`config.mk`:
```
export PLATFORM = sky130hd
export DESIGN_NAME = mips_bus_sequencer_flat
export DESIGN_NICKNAME = d
export VERILOG_FILES = /design/src/rtl/mips_bus_sequencer_if.sv /design/src/rtl/mips_bus_sequencer.sv /design/src/flat_wrapper.sv
export SDC_FILE = /design/constraint.sdc
export NUM_CORES = 1
export LEC_CHECK = 0
export ABC_AREA = 1
export BUFFER_PORTS_ARGS = -buffer_cell sky130_fd_sc_hd__buf_2
export CELL_PAD_IN_SITES_DETAIL_PLACEMENT = 0
export CELL_PAD_IN_SITES_GLOBAL_PLACEMENT = 1
export CORE_MARGIN = 2
export CORE_UTILIZATION = 28
export CTS_CLUSTER_SIZE = 40
export DETAILED_ROUTE_END_ITERATION = 8
export GPL_TIMING_DRIVEN = 0
export MAX_ROUTING_LAYER = met4
export PLACE_DENSITY = 0.72
export SLEW_MARGIN = 20
export SYNTH_ARGS = -nofsm -noshare
export SYNTH_HDL_FRONTEND = slang
export SYNTH_SLANG_ARGS = --single-unit
export TNS_END_PERCENT = 5
```
`constraint.sdc`:
```
create_clock -name clk -period 1.2 [get_ports clk]
set_input_delay 0 -clock clk [delete_from_list [all_inputs] [get_ports clk]]
set_output_delay 0 -clock clk [all_outputs]
set_load 0.05 [all_outputs]
```
`src/rtl/mips_bus_sequencer_if.sv`:
```
// Avalon-style shared memory bus between the MIPS sequencer (master) and memory (slave).
interface mips_bus_sequencer_if #(
  parameter int ADDR_W = 32,
  parameter int DATA_W = 32
);
  logic [ADDR_W-1:0]   address;
  logic                read;
  logic                write;
  logic [DATA_W-1:0]   writedata;
  logic [DATA_W/8-1:0] byteenable;
  logic                waitrequest;
  logic [DATA_W-1:0]   readdata;

  modport master (
    output address, read, write, writedata, byteenable,
    input  waitrequest, readdata
  );

  modport slave (
    input  address, read, write, writedata, byteenable,
    output waitrequest, readdata
  );
endinterface

```
`src/rtl/mips_bus_sequencer.sv`:
```
// Serialises one fetch and at most one data access per MIPS instruction onto a shared bus.
// Optional stall watchdog enabled by defining MIPS_BUS_SEQ_TIMEOUT_EN.
module mips_bus_sequencer #(
  parameter int ADDR_W         = 32,
  parameter int DATA_W         = 32,
  parameter int TIMEOUT_CYCLES = 255
) (
  input  logic                clk,
  input  logic                reset,
  output logic                cpu_clk_enable,
  input  logic                cpu_active,
  input  logic [ADDR_W-1:0]   instr_address,
  output logic [DATA_W-1:0]   instr_readdata,
  input  logic                data_read,
  input  logic                data_write,
  input  logic [ADDR_W-1:0]   data_address,
  input  logic [DATA_W-1:0]   data_writedata,
  input  logic [DATA_W/8-1:0] data_byteenable,
  output logic [DATA_W-1:0]   data_readdata,
  mips_bus_sequencer_if.master bus,
  output logic                bus_error,
  output logic                halted
);
  localparam int BE_W      = DATA_W / 8;
  localparam int LANE_BITS = $clog2(BE_W);

  typedef enum logic [2:0] {
    S_IDLE, S_FETCH, S_DECODE, S_DATA, S_STEP, S_HALT
  } state_t;

  if (((DATA_W % 8) != 0) || (TIMEOUT_CYCLES < 1)) begin : g_bad_params
    $error("mips_bus_sequencer: DATA_W must be a multiple of 8 and TIMEOUT_CYCLES >= 1");
  end

  logic [ADDR_W-1:0] lane_mask;
  for (genvar gi = 0; gi < ADDR_W; gi++) begin : g_lane_mask
    assign lane_mask[gi] = (gi >= LANE_BITS);
  end

  state_t            state_reg;
  logic [ADDR_W-1:0] address_reg;
  logic              read_reg;
  logic              write_reg;
  logic [DATA_W-1:0] writedata_reg;
  logic [BE_W-1:0]   byteenable_reg;
  logic [DATA_W-1:0] instr_readdata_reg;
  logic [DATA_W-1:0] data_readdata_reg;
  logic              cpu_clk_enable_reg;
  logic              bus_error_reg;
  logic              halted_reg;
  logic              timeout;

`ifdef MIPS_BUS_SEQ_TIMEOUT_EN
  localparam int CNT_W = $clog2(TIMEOUT_CYCLES + 1);
  logic [CNT_W-1:0] stall_cnt_reg;

  // FETCH and DATA are always entered from another state, so clearing outside them clears on entry.
  always_ff @(posedge clk) begin
    if (reset) begin
      stall_cnt_reg <= '0;
    end else if ((state_reg != S_FETCH) && (state_reg != S_DATA)) begin
      stall_cnt_reg <= '0;
    end else if (bus.waitrequest) begin
      stall_cnt_reg <= stall_cnt_reg + CNT_W'(1);
    end
  end

  assign timeout = bus.waitrequest && (stall_cnt_reg == CNT_W'(TIMEOUT_CYCLES - 1));
`else
  assign timeout = 1'b0;
`endif

  always_ff @(posedge clk) begin
    if (reset) begin
      state_reg          <= S_IDLE;
      address_reg        <= '0;
      read_reg           <= 1'b0;
      write_reg          <= 1'b0;
      writedata_reg      <= '0;
      byteenable_reg     <= '0;
      instr_readdata_reg <= '0;
      data_readdata_reg  <= '0;
      cpu_clk_enable_reg <= 1'b0;
      bus_error_reg      <= 1'b0;
      halted_reg         <= 1'b0;
    end else begin
      cpu_clk_enable_reg <= 1'b0;
      case (state_reg)
        S_IDLE: begin
          read_reg       <= 1'b1;
          byteenable_reg <= '1;
          state_reg      <= S_FETCH;
        end
        S_FETCH: begin
          if (timeout) begin
            read_reg           <= 1'b0;
            byteenable_reg     <= '0;
            bus_error_reg      <= 1'b1;
            instr_readdata_reg <= '1;
            halted_reg         <= 1'b1;
            state_reg          <= S_HALT;
          end else if (!bus.waitrequest) begin
            instr_readdata_reg <= bus.readdata;
            read_reg           <= 1'b0;
            byteenable_reg     <= '0;
            state_reg          <= S_DECODE;
          end
        end
        S_DECODE: begin
          if (data_read && data_write) begin
            bus_error_reg      <= 1'b1;
            cpu_clk_enable_reg <= 1'b1;
            state_reg          <= S_STEP;
          end else if (data_read || data_write) begin
            address_reg    <= data_address & lane_mask;
            read_reg       <= data_read;
            write_reg      <= data_write;
            writedata_reg  <= data_writedata;
            byteenable_reg <= data_byteenable;
            state_reg      <= S_DATA;
          end else begin
            cpu_clk_enable_reg <= 1'b1;
            state_reg          <= S_STEP;
          end
        end
        S_DATA: begin
          if (timeout) begin
            if (read_reg) begin
              data_readdata_reg <= '1;
            end
            read_reg       <= 1'b0;
            write_reg      <= 1'b0;
            byteenable_reg <= '0;
            bus_error_reg  <= 1'b1;
            halted_reg     <= 1'b1;
            state_reg      <= S_HALT;
          end else if (!bus.waitrequest) begin
            if (read_reg) begin
              data_readdata_reg <= bus.readdata;
            end
            read_reg           <= 1'b0;
            write_reg          <= 1'b0;
            byteenable_reg     <= '0;
            cpu_clk_enable_reg <= 1'b1;
            state_reg          <= S_STEP;
          end
        end
        S_STEP: begin
          if (cpu_active) begin
            read_reg       <= 1'b1;
            byteenable_reg <= '1;
            state_reg      <= S_FETCH;
          end else begin
            halted_reg <= 1'b1;
            state_reg  <= S_HALT;
          end
        end
        S_HALT: begin
          state_reg <= S_HALT;
        end
        default: begin
          state_reg <= S_IDLE;
        end
      endcase
    end
  end

  // The core PC only changes on the STEP edge, so it is stable for the whole fetch;
  // using it directly avoids capturing the pre-step PC on that same edge.
  assign bus.address    = (state_reg == S_FETCH) ? (instr_address & lane_mask) : address_reg;
  assign bus.read       = read_reg;
  assign bus.write      = write_reg;
  assign bus.writedata  = writedata_reg;
  assign bus.byteenable = byteenable_reg;

  assign cpu_clk_enable = cpu_clk_enable_reg;
  assign instr_readdata = instr_readdata_reg;
  assign data_readdata  = data_readdata_reg;
  assign bus_error      = bus_error_reg;
  assign halted         = halted_reg;
endmodule

```
`src/flat_wrapper.sv`:
```
// flat-port wrapper written by rule: the top's interface ports become plain ports
module mips_bus_sequencer_flat 
#(
  parameter int ADDR_W         = 32,
  parameter int DATA_W         = 32,
  parameter int TIMEOUT_CYCLES = 255
)
  (clk, reset, cpu_clk_enable, cpu_active, instr_address, instr_readdata, data_read, data_write, data_address, data_writedata, data_byteenable, data_readdata, bus_error, halted, bus_address, bus_read, bus_write, bus_writedata, bus_byteenable, bus_waitrequest, bus_readdata);
  mips_bus_sequencer_if #(.ADDR_W(ADDR_W), .DATA_W(DATA_W)) bus_i ();
  input  logic clk;
  input  logic reset;
  output logic cpu_clk_enable;
  input  logic cpu_active;
  input  logic [ADDR_W-1:0] instr_address;
  output logic [DATA_W-1:0] instr_readdata;
  input  logic data_read;
  input  logic data_write;
  input  logic [ADDR_W-1:0] data_address;
  input  logic [DATA_W-1:0] data_writedata;
  input  logic [DATA_W/8-1:0] data_byteenable;
  output logic [DATA_W-1:0] data_readdata;
  output logic bus_error;
  output logic halted;
  output wire logic [$bits(bus_i.address)-1:0] bus_address;
  output wire logic [$bits(bus_i.read)-1:0] bus_read;
  output wire logic [$bits(bus_i.write)-1:0] bus_write;
  output wire logic [$bits(bus_i.writedata)-1:0] bus_writedata;
  output wire logic [$bits(bus_i.byteenable)-1:0] bus_byteenable;
  input wire logic [$bits(bus_i.waitrequest)-1:0] bus_waitrequest;
  input wire logic [$bits(bus_i.readdata)-1:0] bus_readdata;
  assign bus_address = bus_i.address;
  assign bus_read = bus_i.read;
  assign bus_write = bus_i.write;
  assign bus_writedata = bus_i.writedata;
  assign bus_byteenable = bus_i.byteenable;
  assign bus_i.waitrequest = bus_waitrequest;
  assign bus_i.readdata = bus_readdata;
  mips_bus_sequencer #(.ADDR_W(ADDR_W), .DATA_W(DATA_W), .TIMEOUT_CYCLES(TIMEOUT_CYCLES)) u_core (.clk(clk), .reset(reset), .cpu_clk_enable(cpu_clk_enable), .cpu_active(cpu_active), .instr_address(instr_address), .instr_readdata(instr_readdata), .data_read(data_read), .data_write(data_write), .data_address(data_address), .data_writedata(data_writedata), .data_byteenable(data_byteenable), .data_readdata(data_readdata), .bus(bus_i), .bus_error(bus_error), .halted(halted));
endmodule
```
==> results of run 1 <==
-- worst max-delay path by stage --
| stage | startpoint | end | slack [ns] |
|---|---|---|---|
| 6_report | u_core.state_reg[1] | bus_address[25] | -0.46 |
| 5_1_grt | u_core.state_reg[1] | bus_address[29] | -0.52 |
| 4_1_cts | u_core.state_reg[0] | bus_address[25] | -0.51 |
| 3_5_place_dp | u_core.state_reg[0] | bus_address[2] | -0.82 |
| 3_3_place_gp | u_core.state_reg[0] | bus_address[2] | -0.81 |
| 2_1_floorplan | u_core.state_reg[0] | u_core.instr_readdata[10] | -0.1 |
-- logic make-up (layout without fill, tap and decap cells) --
logic type	count (synthesis)	after routing	share of synthesized area [%]
adders and majority gates	2	2	0.459
and+or+nand+nor	396	396	28.9
AOI/OAI and AO/OA	139	139	12.8
DFF	138	138	50.6
other	1	2	0.0687
buffers and inverters	75	486	7.18
-- synth_stat cells, types with 5 or more instances --
master                     number  share of area, %
sky130_fd_sc_hd__buf_6          7               1.4
sky130_fd_sc_hd__o21ai_0       68               6.2
sky130_fd_sc_hd__nand2_1      213                15
sky130_fd_sc_hd__buf_4         10               1.4
sky130_fd_sc_hd__nor2_1       139               9.6
sky130_fd_sc_hd__a21oi_1       70               6.4
sky130_fd_sc_hd__clkbuf_1      20               1.4
sky130_fd_sc_hd__inv_1         17               1.2
sky130_fd_sc_hd__buf_2         14               1.3
sky130_fd_sc_hd__dfxtp_1      138                51
sky130_fd_sc_hd__nand3_1       38               3.5
sky130_fd_sc_hd__inv_2          5              0.34
-- worst min-delay path: stages --
cell	delay [ns]
sky130_fd_sc_hd__buf_2	0.12
sky130_fd_sc_hd__nand3_1	0.23
sky130_fd_sc_hd__a31oi_1	0.12
-- per-stage QoR --
| stage | total power, uW | setup WS, ns | utilization (%) | TNS (ns) |
|---|---|---|---|---|
| after floorplan | 8000 | -0.0956 | - | -8.57 |
| after global placement | 9030 | -0.808 | 38.4 | -69.31 |
| after detailed placement | 9030 | -0.818 | 38.4 | -70.15 |
| after CTS | 15200 | -0.506 | 49.6 | -43.56 |
| after global routing | 15800 | -0.519 | 50.1 | -49.91 |
| final | 15100 | -0.463 | 50.1 | -36.54 |
-- cell type report --
cell class / instances / area (um2)
Buffer: 50 / 428
Clock buffer: 18 / 439
Clock inverter: 14 / 129
Fill cell: 1931 / 9610
Inverter: 24 / 118
Multi-Input combinational cell: 539 / 2740
Sequential cell: 138 / 2770
Tap cell: 265 / 332
Timing Repair Buffer: 380 / 2700
-- where the power goes --
part | total (uW) | switching (uW) | internal, uW
sequential | 5120 | 206 | 4920
clock | 5080 | 2300 | 2780
combinational | 4910 | 3090 | 1820
total | 15100 | 5600 | 9520
-- routing by layer --
metal / up-vias / wire (um) / track usage (%)
met5: - / 0 / -
met4: 0 / 303 / 5.52
met2: 202 / 9620 / 33.1
met3: 23 / 1160 / 4.93
li1: 3205 / - / -
met1: 2843 / 8770 / 23.8
-- timing repair --
action / in CTS / in global routing
hold buffers: 104 / 0
gates cloned: 3 / 0
resized for setup: 135 / 32
pin swaps: 1 / 2
setup endpoints to repair: 163 / 163
endpoints found under the hold margin: 137 / 0
buffers inserted: 5 / 1
==> results.tsv, run 1 <==
metric	value	unit
io_buffers	267	
max-slew-margin-rel	55.9	%
crit_path_arrival_time	1.66	ns
gp_routability_congestion	0.787	
slowest_cell_on_the_critical_path	sky130_fd_sc_hd__dfxtp_4	
place.detailed.instances	1284	
asyncSetResetFlopFracSynth	0	%
initial_antenna_violation_count	0	
layout_worst_path_cycle_share	139	%
diodes	0	
worstHoldStart	bus_waitrequest	
cts.sinks	138	
start_util	28.3	%
clk_pin_slew	0.06	ns
firstDrtPassIters	6	
timing.final.hold_violations	0	
fp.dieH	144	um
layout_common_cells	sky130_fd_sc_hd__buf_2 (240), sky130_fd_sc_hd__nand2_1 (149), sky130_fd_sc_hd__nor2_1 (138), sky130_fd_sc_hd__dfxtp_1 (134), sky130_fd_sc_hd__dlygate4sd3_1 (104)	
rsz_0062_raised_after_global_routing	yes	
peakVddDrop	0.000970	V
timing.rr.end	u_core.instr_readdata[14]	
leading_cell_type_in_the_layout_fill_and_taps_excluded	sky130_fd_sc_hd__buf_2	
rows	51	
critPathMaxFanout	7	
synth-seq-area-share	50.6	%
count_of_synthesis_stage_warnings_from_yosys	0	
numCtsBuffers	17	
crit_top_cell	sky130_fd_sc_hd__nand2_4	
boundaryPins	275	
syn_inst	751	
detail_routed_net_length_per_standard_cell	13.9	um
die_width	144	um
netlist_area	5460	um2
endpoint_kind	output pin	
drt_first_iter_violations	195	
grt_max_degree	17	
dieArea	20600	um2
setup_viol_count_final	163	
synth_top_flop_cell	sky130_fd_sc_hd__dfxtp_1	
power_leakage	0.00457	uW
pwr_density_cell	1560	nW/um2
whs_path_depth	3	
placed_cell_area	7390	um2
cts_htree_levels	4	
post_route_cells_drive_above_1_share	36.7	%
outcome	complete, but fails checks	
crit_path_cell_chain	nor3_4 -> buf_12 -> inv_12 -> clkbuf_16 -> nand2_4 -> nand2_4 -> buf_8	
worst_clock_skew	0.0105	ns
grt_first_pass_wirelength	31.3	mm
cp-start-kind	flop	
critical_path_depth	7	
route.detailed.drc	0	
finalInstanceArea	9660	um2
avgSynthCellArea	7.27	um2
reg2reg_setup_slack	-0.29	ns
antenna_violating_nets_post_route	0	
slew_viol_final	0	
cts_root_buffer	sky130_fd_sc_hd__clkbuf_16	
final-instance-count-excl-fill	1428	
vias	6273	
core_region_area	19300	um2
cpPeakStageDelay	0.36	ns
clock_tree_from_tritoncts	done	
hold-worst-slack	0.103	ns
achievable-frequency	601	MHz
worstMarginPinSlew	0.662	ns
regToRegStartpoint	u_core.state_reg[1]	
globalRouteOverflowTotal	0	
timing.critical_path.max_delay_family	buffers and inverters	
setup_cp_type	reg -> out	
gr-usage-all-layers	19.8	%
route.detailed.vias_per_inst	4.39	
required_arrival_time_at_the_worst_endpoint	1.20	ns
timing.max_cap.violations	0	
synth_enable_flop_cells	0	
failed_checks	setup timing	
postRouteWirelength	19.9	mm
hold_path_class	in -> reg	
worstPathBufferInverterCount	4	
area_delta_synth_final	77.0	%
clock_network_latency_to_the_later_pin_of_the_worst_skew_pair	0.43	ns
cts.path.max_buffers	2	
vias_in_the_first_global_route	6186	
clock_period_minus_final_worst_setup_slack	1.66	ns
finish.net_count	1290	
hpwl	13.8	mm
finalWorstSetupSlack	-0.463	ns
netlist-cell-type-count	22	
flops_latches_synth	138	
reg2regPathDepth	7	
hold_end	u_core.state_reg[0]	
Note: power is estimated with default switching activity, not from simulation.
==> run 2, diff against run 1 <==
Settings changed: ABC_AREA 1 to unset, CORE_UTILIZATION 28 to 29.
==> run 2 against run 1 <==
Effect of this change:
- the run still ends with setup timing left
- sequential share of layout area is 1.2 points higher
- combinational power shrank 47%
- utilization fell by 0.69 points
- largest cell class unchanged
==> results.tsv, run 2 <==
metric	value	unit
outcome	complete, but fails checks	
failed_checks	setup timing	
dieArea	20100	um2
gp_routability_congestion	0.762	
rsz_0062_raised_after_global_routing	yes	
clock_period_minus_final_worst_setup_slack	1.84	ns
synth_top_flop_cell	sky130_fd_sc_hd__dfxtp_1	
asyncSetResetFlopFracSynth	0	%
synth_enable_flop_cells	0	
fp.dieH	142	um
clock_network_latency_to_the_later_pin_of_the_worst_skew_pair	0.42	ns
vias	5815	
boundaryPins	275	
flops_latches_synth	138	
synth_xor_area_share	0.159	%
synth-seq-area-share	50.1	%
cp-start-kind	flop	
start_util	29.5	%
die_width	142	um
route.detailed.vias_per_inst	4.46	
netlist-cell-type-count	30	
area_delta_synth_final	67.7	%
synthMuxAreaShare	6.13	%
power_share_of_the_sequential_group	37.2	%
drt_first_iter_violations	195	
whs_path_depth	4	
layout_worst_path_cycle_share	153	%
core_region_area	18700	um2
max-slew-margin-rel	45.3	%
intPower	9150	uW
power.net_switching	3760	uW
finalWorstSetupSlack	-0.639	ns
worstHoldStart	bus_waitrequest	
numCtsBuffers	17	
grt_first_pass_wirelength	28.7	mm
globalRouteOverflowTotal	0	
power_leakage	0.00404	uW
route.detailed.drc	0	
synth_adder_area_share	0.454	%
detail_routed_net_length_per_standard_cell	14.4	um
initial_antenna_violation_count	0	
hold_path_class	in -> reg	
worst_clock_skew	0.00782	ns
setup-tns-final	-52.99	ns
netlist_area	5510	um2
totalPowerFinal	12900	uW
filler_cell_count	1822	
synth_top_family_by_area	simple AND/OR/NAND/NOR gates	
syn_inst	669	
hold_end	u_core.state_reg[1]	
hpwl	12.9	mm
pwr_density_cell	1400	nW/um2
regToRegStartpoint	u_core.state_reg[0]	
endpoint_kind	output pin	
hold-worst-slack	0.0129	ns
setup_cp_type	reg -> out	
finish.net_count	1197	
antenna_violating_nets_post_route	0	
fraction_of_the_mapped_netlist_area_in_compound_gates	15.0	%
ff_latch_area	2770	um2
postRouteWirelength	18.7	mm
critPathMaxFanout	5	
setup_viol_count_final	163	
worstMarginPinSlew	0.821	ns
slew_viol_final	0	
timing.rr.end	u_core.instr_readdata[17]	
required_arrival_time_at_the_worst_endpoint	1.20	ns
clock_tree_from_tritoncts	done	
io_buffers	267	
multi_input_area	2540	um2
combinational_fraction_of_design_power	20.2	%
achievable-frequency	544	MHz
count_of_synthesis_stage_warnings_from_yosys	0	
clk_pin_slew	0.06	ns
cts_root_buffer	sky130_fd_sc_hd__clkbuf_16	
leading_cell_type_in_the_layout_fill_and_taps_excluded	sky130_fd_sc_hd__nand2_1	
dp_worst_setup_slack	-0.467	ns
firstDrtPassIters	4	
crit_path_arrival_time	1.84	ns
layout_common_cells	sky130_fd_sc_hd__nand2_1 (255), sky130_fd_sc_hd__buf_2 (244), sky130_fd_sc_hd__dfxtp_1 (134), sky130_fd_sc_hd__a21oi_1 (113), sky130_fd_sc_hd__dlygate4sd3_1 (96)	
diodes	0	
post_route_cells_drive_above_1_share	37.9	%
most_repeated_cell_in_the_gate_level_netlist_after_synthesis	sky130_fd_sc_hd__nand2_1	
synth-simple-area-share	21.4	%
reg2regPathDepth	7	
avgSynthCellArea	8.24	um2
gr-usage-all-layers	18.6	%
vias_in_the_first_global_route	5597	
synth_area_leader_cell	sky130_fd_sc_hd__dfxtp_1	
grt_max_degree	17	
synth_top_cells_by_count	sky130_fd_sc_hd__nand2_1 (256), sky130_fd_sc_hd__dfxtp_1 (138), sky130_fd_sc_hd__a21oi_1 (117), sky130_fd_sc_hd__mux2_2 (23), sky130_fd_sc_hd__clkbuf_1 (19)	
finalCoreUtilization	49.4	%
power_switching_share	29.1	%
cts_htree_levels	4	
cts.path.max_buffers	2	
timing.max_cap.violations	0	
peakVddDrop	0.000960	V
power_frac_clock	42.6	%
ys_top_cells_by_area	sky130_fd_sc_hd__dfxtp_1 (50%), sky130_fd_sc_hd__nand2_1 (17%), sky130_fd_sc_hd__a21oi_1 (11%)	
post-synth-top-area-fraction	50.1	%
reg2reg_setup_slack	-0.37	ns
cts.sinks	138	
rows	50	
timing.final.hold_violations	0	
## run 2: area by class of cell
class                   count  share of cell area [%]
clock inverters            15                    2.07
clock buffers              17                    4.60
well taps                 234                    3.17
flip-flops and latches    138                    29.9
plain buffers              52                    4.75
multi-input cells         473                    27.5
inverters                   7                   0.284
repair buffers            368                    27.7
## run 2: kinds of logic after synthesis
logic type                 after synthesis
AOI/OAI and AO/OA                      146
buffers and inverters                   59
xor gates and xnor gates                 1
muxes                                   30
and+or+nand+nor                        292
DFF                                    138
adders and majority gates                2
other                                    1
## run 2: power by group through the flow
| stage | Combinational, uW | Sequential [uW] | Clock, uW |
|---|---|---|---|
| CTS | 2550 | 4810 | 5610 |
| global placement | 2090 | 4900 | 0 |
| floorplan | 1110 | 5290 | 0 |
| detailed placement | 2090 | 4900 | 0 |
| global route | 2760 | 4820 | 5810 |
| finish | 2600 | 4810 | 5500 |
## run 2: timing repair
item / in CTS / in global routing
cloned: 1 / 1
pin swaps: 12 / 1
setup endpoints to repair: 166 / 168
hold buffers: 96 / 0
setup buffers: 3 / 0
endpoints found under the hold margin: 129 / 0
resized for setup: 87 / 22
## run 2: stage by stage
step | area [um2] | instances
global placement | 7280 | 1171
CTS | 9160 | 1303
finish | 9250 | 1304
floorplan | 5650 | 670
detailed placement | 7280 | 1171
global route | 9250 | 1304
## run 2: how the worst max path moves through the flow
stage	end	start	cells past startpoint	slack (ns)
after floorplan	u_core.instr_readdata[10]	u_core.state_reg[0]	6	-0.12
after global placement	bus_address[27]	u_core.state_reg[1]	5	-0.44
after detailed placement	bus_address[27]	u_core.state_reg[1]	5	-0.47
after CTS	bus_address[2]	u_core.state_reg[1]	6	-0.68
after global routing	bus_address[14]	u_core.state_reg[1]	6	-0.69
final	bus_address[14]	u_core.state_reg[1]	6	-0.64
## run 2: metal layers
metal / part of all wire (%) / GRT usage, %
met1: 45 / 23.0
met2: 50 / 31.3
met3: 3.7 / 3.37
met4: 1.2 / 5.42
met5: 0 / -
## run 2: critical path: stages, from the launching register on
cell and delay, ns:
sky130_fd_sc_hd__dfxtp_2 0.32, sky130_fd_sc_hd__buf_6 0.11, sky130_fd_sc_hd__nor3b_4 0.16, sky130_fd_sc_hd__buf_6 0.19, sky130_fd_sc_hd__clkbuf_16 0.18, sky130_fd_sc_hd__mux2_4 0.31, sky130_fd_sc_hd__buf_8 0.15
==> run 3, diff against run 2 <==
Settings changed: SKIP_CTS_REPAIR_TIMING set to 1.
==> run 3 against run 2 <==
Effect of this change:
- the run still ends with setup timing left
- register-to-register slack is essentially flat
- power up 0.17%
- sequential power barely moved
- global-route usage decreased by 1.4 points
- clock skew increased by 0.0013 ns
- critical path depth is the same
- critical path type unchanged
- critical endpoint is now bus_address[29]
==> results.tsv, run 3 (synthesis results as in run 2) <==
metric	value	unit
detail_routed_net_length_per_standard_cell	14.3	um
gp_routability_congestion	0.762	
finalWorstSetupSlack	-0.705	ns
setup_viol_count_final	168	
clock_tree_from_tritoncts	done	
failed_checks	setup timing	
start_util	29.5	%
antenna_violating_nets_post_route	0	
ff_latch_area	2770	um2
layout_worst_path_cycle_share	159	%
required_arrival_time_at_the_worst_endpoint	1.20	ns
cts_htree_levels	4	
critPathMaxFanout	6	
die_width	142	um
initial_antenna_violation_count	0	
cts.path.max_buffers	2	
grt_first_pass_wirelength	26.3	mm
clock_period_minus_final_worst_setup_slack	1.91	ns
power_leakage	0.00405	uW
diodes	0	
reg2reg_setup_slack	-0.38	ns
fp.dieH	142	um
outcome	complete, but fails checks	
dieArea	20100	um2
pwr_density_cell	1400	nW/um2
timing.rr.end	u_core.data_readdata[15]	
max-slew-margin-rel	47.1	%
cts.sinks	138	
timing.final.hold_violations	0	
final-instance-count-excl-fill	1307	
post_route_cells_drive_above_1_share	37.3	%
reg2regPathDepth	7	
timing.max_cap.violations	0	
critPathCapture	bus_address[29]	
rsz_0062_raised_after_global_routing	yes	
hpwl	12.9	mm
worstMarginPinSlew	0.793	ns
boundaryPins	275	
io_buffers	267	
cpPeakStageDelay	0.32	ns
regToRegStartpoint	u_core.state_reg[0]	
achievable-frequency	525	MHz
cp-startpoint	u_core.state_reg[1]	
numCtsBuffers	17	
crit_top_cell	sky130_fd_sc_hd__buf_6	
firstDrtPassIters	4	
grt_max_degree	17	
clk_pin_slew	0.07	ns
filler_cell_count	1813	
route.detailed.drc	0	
vias_in_the_first_global_route	4961	
gr-usage-all-layers	17.2	%
clock_network_latency_to_the_later_pin_of_the_worst_skew_pair	0.42	ns
multi_input_area	2520	um2
rows	50	
drt_first_iter_violations	189	
leading_cell_type_in_the_layout_fill_and_taps_excluded	sky130_fd_sc_hd__nand2_1	
area_delta_synth_final	67.8	%
vias	5798	
hold_path_class	in -> reg	
cp-start-kind	flop	
slowest_cell_on_the_critical_path	sky130_fd_sc_hd__dfxtp_2	
setup_cp_type	reg -> out	
endpoint_kind	output pin	
crit_path_arrival_time	1.91	ns
slew_viol_final	0	
layout_common_cells	sky130_fd_sc_hd__nand2_1 (255), sky130_fd_sc_hd__buf_2 (246), sky130_fd_sc_hd__dfxtp_1 (135), sky130_fd_sc_hd__a21oi_1 (117), sky130_fd_sc_hd__dlygate4sd3_1 (96)	
hold-worst-slack	0.0199	ns
postRouteWirelength	18.7	mm
route.detailed.vias_per_inst	4.44	
finish.net_count	1200	
place.detailed.instances	1171	
cts_root_buffer	sky130_fd_sc_hd__clkbuf_16	
globalRouteOverflowTotal	0	
crit_path_cell_chain	buf_6 -> nor3b_4 -> buf_6 -> clkbuf_16 -> mux2_4 -> buf_6	
peakVddDrop	0.000956	V
worst_clock_skew	0.00912	ns
core_region_area	18700	um2
-- run 3: power by group --
group / internal [uW] / switching (uW)
Clock: 3320 / 2180
Combinational: 1120 / 1500
Sequential: 4730 / 79.5
Total: 9160 / 3760
-- run 3: critical path: cells and delay by family, from the launching register on --
kind / cells / cell delay [ns]
flip-flops: 1 / 0.32
AND/OR/NAND/NOR: 1 / 0.18
buffers and inverters: 4 / 0.66
multiplexers: 1 / 0.31
-- run 3: stage by stage --
stage / total power (uW) / setup WS (ns) / cell area, um2 / TNS (ns) / util, %
after detailed placement: 6990 / -0.467 / 7280 / -50.16 / 38.9
after global routing: 13400 / -0.760 / 9250 / -76.20 / 49.4
final: 12900 / -0.705 / 9250 / -56.27 / 49.4
after floorplan: 6390 / -0.122 / 5650 / -10.30 / -
after CTS: 12500 / -0.930 / 7900 / -66.32 / 42.2
after global placement: 6990 / -0.443 / 7280 / -49.02 / 38.9
-- run 3: worst min-delay path by stage --
stage / start / cells past startpoint / end
final: data_byteenable[3] / 5 / u_core.bus.byteenable[3]
after global routing: data_byteenable[3] / 5 / u_core.bus.byteenable[3]
after CTS: data_writedata[17] / 3 / u_core.bus.writedata[17]
after detailed placement: data_writedata[17] / 3 / u_core.bus.writedata[17]
after global placement: data_address[24] / 3 / u_core.address_reg[24]
after floorplan: data_address[10] / 2 / u_core.address_reg[10]
-- run 3: final cells by class --
cell class                      instances  area share (%)
Buffer                                 52            4.50
Clock buffer                           17            4.60
Timing Repair Buffer                  371            28.2
Tap cell                              234            3.17
Sequential cell                       138            29.9
Inverter                                7           0.284
Multi-Input combinational cell        473            27.3
Clock inverter                         15            2.07
-- run 3: per-layer routing --
layer | vias up | share of wire [%] | wire length [um] | global-route usage, %
met4 | 0 | 0.93 | 174 | 4.74
met5 | - | 0 | 0 | -
met1 | 2656 | 45 | 8420 | 21.9
met3 | 16 | 3.7 | 698 | 3.91
met2 | 156 | 50 | 9430 | 27.5
li1 | 2970 | - | - | -
